**config.mk**
```make
export PLATFORM = sky130hd
export DESIGN_NAME = miner_sequencer
export DESIGN_NICKNAME = d
export VERILOG_FILES = /design/src/rtl/miner_sequencer.sv
export SDC_FILE = /design/constraint.sdc
export NUM_CORES = 1
export LEC_CHECK = 0
export ABC_CLOCK_PERIOD_IN_PS = 8100
export BUFFER_PORTS_ARGS = -buffer_cell sky130_fd_sc_hd__buf_4
export CELL_PAD_IN_SITES_DETAIL_PLACEMENT = 1
export CELL_PAD_IN_SITES_GLOBAL_PLACEMENT = 1
export CORE_MARGIN = 2
export CORE_UTILIZATION = 40
export CTS_BUF_LIST = sky130_fd_sc_hd__clkbuf_2
export CTS_CLUSTER_DIAMETER = 50
export DETAILED_ROUTE_END_ITERATION = 6
export PLACE_DENSITY_LB_ADDON = 0.3
export SYNTH_ARGS = -nofsm -noshare
export SYNTH_HDL_FRONTEND = slang
export SYNTH_HIERARCHICAL = 1
export SYNTH_SLANG_ARGS = --single-unit
```
**constraint.sdc**
```tcl
create_clock -name clk -period 8.1 [get_ports clk]
set_input_delay 0.405 -clock clk [delete_from_list [all_inputs] [get_ports clk]]
set_output_delay 0.405 -clock clk [all_outputs]
set_load 0.01 [all_outputs]
```
**src/rtl/miner_sequencer.sv**
```systemverilog
// Sequences a bank of SHA hashing cores over a nonce range for one mining job and
// returns in-range golden nonces one at a time through a valid/ready handshake.

module miner_sequencer_lane #(
    parameter int IDX = 0
) (
    input  logic [31:0] base,
    input  logic [31:0] end_nonce,
    input  logic        found,
    output logic        hit
);
    logic [32:0] nonce;

    // 33-bit so a lane hashing past 0xFFFFFFFF never looks in range
    assign nonce = {1'b0, base} + 33'(IDX);
    assign hit   = found & (nonce <= {1'b0, end_nonce});
endmodule

module miner_sequencer #(
    parameter int NUM_CORES = 4,
    parameter int CHECK_LAT = 2
) (
    input  logic                    clk,
    input  logic                    n_rst,
    input  logic                    job_valid,
    output logic                    job_ready,
    input  logic [31:0]             job_start_nonce,
    input  logic [31:0]             job_end_nonce,
    input  logic                    abort,
    output logic                    load_state,
    output logic [5:0]              cycle,
    output logic [31:0]             base_nonce,
    input  logic [NUM_CORES-1:0]    core_found,
    input  logic [32*NUM_CORES-1:0] core_nonce,
    output logic                    result_valid,
    output logic [31:0]             result_nonce,
    input  logic                    result_ready,
    output logic                    busy,
    output logic                    done
);
    localparam int CW = (CHECK_LAT > 1) ? $clog2(CHECK_LAT) : 1;

    typedef enum logic [2:0] {
        S_IDLE, S_LOAD, S_RUN, S_CHECK, S_REPORT, S_ADVANCE, S_DONE
    } state_t;

    state_t                         state, state_nx;
    logic [5:0]                     cnt;
    logic [CW-1:0]                  chk_cnt;
    logic [31:0]                    end_r;
    logic [NUM_CORES-1:0]           pending, hit, low, pending_clr;
    logic [NUM_CORES-1:0][31:0]     nonce_r;
    logic [32:0]                    adv;
    logic                           chk_last;

    for (genvar i = 0; i < NUM_CORES; i++) begin : g_lane
        miner_sequencer_lane #(.IDX(i)) u_lane (
            .base      (base_nonce),
            .end_nonce (end_r),
            .found     (core_found[i]),
            .hit       (hit[i])
        );
    end

    assign low         = pending & (~pending + NUM_CORES'(1));
    assign pending_clr = pending & ~low;
    assign adv         = {1'b0, base_nonce} + 33'(NUM_CORES);
    assign chk_last    = (chk_cnt == CW'(CHECK_LAT - 1));

    always_comb begin
        result_nonce = '0;
        for (int i = 0; i < NUM_CORES; i++)
            if (low[i]) result_nonce = result_nonce | nonce_r[i];
    end

    assign job_ready    = (state == S_IDLE);
    assign load_state   = (state == S_IDLE) || (state == S_LOAD) || (state == S_DONE);
    assign cycle        = load_state ? 6'd0 : cnt;
    assign result_valid = (state == S_REPORT);
    assign busy         = (state != S_IDLE);
    assign done         = (state == S_DONE);

    always_comb begin
        state_nx = state;
        case (state)
            S_IDLE:    if (job_valid)
                           state_nx = (job_start_nonce > job_end_nonce) ? S_DONE : S_LOAD;
            S_LOAD:    state_nx = S_RUN;
            S_RUN:     if (cnt == 6'd63) state_nx = S_CHECK;
            S_CHECK:   if (chk_last) state_nx = (|hit) ? S_REPORT : S_ADVANCE;
            S_REPORT:  if (result_ready && pending_clr == '0) state_nx = S_ADVANCE;
            S_ADVANCE: state_nx = (adv[32] || adv > {1'b0, end_r}) ? S_DONE : S_LOAD;
            S_DONE:    state_nx = S_IDLE;
            default:   state_nx = S_IDLE;
        endcase
        if (abort && state != S_IDLE) state_nx = S_DONE;
    end

    always_ff @(posedge clk or negedge n_rst) begin
        if (!n_rst) begin
            state      <= S_IDLE;
            cnt        <= '0;
            chk_cnt    <= '0;
            base_nonce <= '0;
            end_r      <= '0;
            pending    <= '0;
            nonce_r    <= '0;
        end else begin
            state <= state_nx;
            case (state)
                S_IDLE: if (job_valid) begin
                    base_nonce <= job_start_nonce;
                    end_r      <= job_end_nonce;
                end
                S_LOAD: begin
                    cnt     <= '0;
                    chk_cnt <= '0;
                end
                S_RUN:   if (cnt != 6'd63) cnt <= cnt + 6'd1;
                S_CHECK: begin
                    chk_cnt <= chk_cnt + CW'(1);
                    if (chk_last) begin
                        pending <= hit;
                        for (int i = 0; i < NUM_CORES; i++)
                            nonce_r[i] <= core_nonce[32*i +: 32];
                    end
                end
                S_REPORT:  if (result_ready) pending <= pending_clr;
                S_ADVANCE: if (state_nx == S_LOAD) base_nonce <= adv[31:0];
                default: ;
            endcase
            // abort wins over any handshake bookkeeping above
            if (abort && state != S_IDLE) pending <= '0;
        end
    end
endmodule

```
==> results.tsv <==
metric	value	unit
status	finished, final reports clean	
I/O pin total	276	
Detail Route Antenna Nets	0	
PostCTS Resize Cnt	0	
synthesized cell area	0.0163	mm²
vias in the first global route	17600	
DPL Wire Length	43100	µm
antenna violations before repair	15	
Fin. Hold Viols	0	
Critical Path Sink Type	register	
fmax	191	MHz
Critical R2R Capture	base_nonce[18]	
total track usage	0.298	
clock transition at the registers of the reported paths	0.13	ns
nets	2670	
Congestion Overflow GR	0	
# port buffers	275	
post-CTS repair timing setup buffer count	0	
worst-skew pair later-pin latency	0.89	ns
Area growth, synth to finish	30.3	%
drt first-iter violations	713	
CP arrival	5.99	ns
Total Wirelength	62600	µm
dpl cells	2546	
final non-filler cell total	2833	
Startpoint Class	register	
core area	0.0399	mm²
critical-path cell list	ha_1, nand2_1, or3_1, nor3_2, nand3_1, xnor2_1, ha_1, nand4_1, nor4_1, nand2_1, nand3_1, o211ai_1, a21oi_4, buf_4, a21oi_1, o22a_1	
flip-flop and latch count after synthesis	206	
die footprint	0.0423	mm²
commonest non-fill, non-tap cell in the layout	buf_4	
routed wire length per instance	22.1	µm
synthesized net count	2197	
TritonCTS clock tree	yes	
Vias/cell	5.55	
maxcap violations	0	
most frequent cells in the layout	buf_4 (285), inv_1 (210), dfrtp_1 (205)	
fill count	4584	
largest stage delay on the critical path	0.81	ns
CP bufs+invs	1	
die width	206	µm
Crit-path slowest cell	dfrtp_1	
Setup CP Type	register to register	
Worst Hold Class	input port to asynchronous set/reset pin	
Post-synth ARST share	1.00	
fraction of final layout cells sized beyond drive strength 1	0.233	
Starting Density	0.407	
final worst slack	2.87	ns
Worst R2R Setup Slack	2.87	ns
DR DRC count	0	
Critical R2R Launch	base_nonce[2]	
final hold slack	0.0579	ns
setup TNS	0	ns
largest net degree at the start of global routing	80	
min cycle time layout	5.23	ns
Die Y-Extent	206	µm
Max VDD drop	0.201	mV
Pins Over Slew Limit	0	
Final Skew	0.0356	ns
first-pass GRT wire length	98000	µm
synthesized area per cell	9.03	µm²
worst-path maximum fanout	60	
Post-Place Setup Slack	2.94	ns
CTS Buf Count	52	
worst path required time	8.86	ns
RePlAce Congestion	0.873	
Synth cell types	78	
YS warnings	6	
reg2reg path depth	16	
clock buffer depth	3	
Least-Margin Pin Slew	1.05	ns
total power	7660	µW
clock tree sinks	206	
Via Count	15700	
Power Density	362	mW/mm²
part of the cycle the worst path needs	0.646	
Post-synth EDFFs	0	
sequential cell area fraction in the yosys report	0.317	
Rel. slew slack	0.302	
CTS Root Cell	clkbuf_2	
Lkg Pwr	0.00997	µW
Pre-antenna DRT Iters	5	
CP delay by family, top	simple AND/OR/NAND/NOR gates	
row count	73	
Mapped Cells	1799	
RSZ-0062 raised after global routing	no	
Final setup viols	0	
main flop type after synthesis	dfrtp_1	
# H-tree levels	2	
## state kept, by name (all words and copies together), names as in the netlist
| signal | count |
|---|---|
| pending | 4 |
| cnt | 6 |
| nonce_r | 128 |
| state | 3 |
| chk_cnt | 1 |
| end_r | 32 |
| base_nonce | 32 |
## worst max-delay path by stage
stage	startpoint	endpoint	depth (start not counted)
6_report	base_nonce[2]	base_nonce[18]	16
5_1_grt	base_nonce[4]	base_nonce[16]	16
4_1_cts	base_nonce[2]	base_nonce[18]	16
3_5_place_dp	base_nonce[4]	base_nonce[16]	16
3_3_place_gp	base_nonce[7]	base_nonce[16]	16
2_1_floorplan	base_nonce[2]	base_nonce[30]	16
## Yosys cell counts, types with 4 or more instances
cell	instances	area, µm²
clkbuf_1	50	188
a21oi_1	95	475
mux2_2	130	1460
nor3_1	13	65.1
and2_1	16	100
o22ai_1	5	31.3
a22oi_1	34	255
o21a_1	5	37.5
o21ai_0	79	395
nand2b_1	8	50.1
buf_2	6	30.0
nand4_1	53	332
and3_1	17	106
ha_1	197	2460
nor2b_1	7	43.8
a21o_1	12	90.1
inv_1	210	788
and4_1	8	70.1
a221o_1	32	320
xor2_1	45	394
dfrtp_1	206	5150
a211oi_1	8	60.1
xnor2_1	73	639
o21ai_1	8	40.0
mux2i_1	11	110
nand2_1	158	593
a221oi_1	4	35.0
buf_6	5	56.3
a31oi_1	10	62.6
nand3_2	6	60.1
or3_1	5	31.3
o31ai_1	6	45.0
o22a_1	18	158
nor4_1	12	75.1
nor2_1	118	443
nand3_1	57	285
o211ai_1	4	30.0
## cell type report
cell class	instances	area, µm²	area share
well taps	525	657	0.0310
multi-input cells	1319	10000	0.474
clock inverters	8	37.5	0.00177
inverters	210	788	0.0372
repair buffers	483	4130	0.195
flip-flops and latches	206	5160	0.243
diodes	12	30.0	0.00142
clock buffers	70	350	0.0165
## timing repair
item,CTS,global route
hold endpoints to repair,263,0
endpoints found under the setup margin,0,0
hold buffers,197,0
## through the flow
step	utilization	area [µm²]
2_1_floorplan	-	16300
3_3_place_gp	0.471	18800
3_5_place_dp	0.471	18800
4_1_cts	0.530	21200
5_1_grt	0.531	21200
6_report	0.531	21200
## cell families after synthesis
logic type	synth area share
AO/OA/AOI/OAI	0.138
XOR/XNOR	0.0646
adder cells (fa/ha/maj)	0.152
buffers and inverters	0.0665
flip-flops	0.317
multiplexers	0.0968
AND/OR/NAND/NOR	0.164
## layer usage
layer  share of wire  global-route usage  up-vias
met5         0.00083                   0        -
met4           0.045               0.144        8
met3           0.054              0.0597      165
met2            0.50               0.520      453
met1            0.40               0.349     7776
li1                -                   -     7326
## power by group
| group | total (µW) | switching [µW] | internal (µW) | leakage, µW |
|---|---|---|---|---|
| clock | 696 | 468 | 227 | 0.000301 |
| combinational | 4560 | 2470 | 2090 | 0.00723 |
| sequential | 2410 | 879 | 1530 | 0.00244 |
No activity file was read; power rests on OpenSTA's default activity.
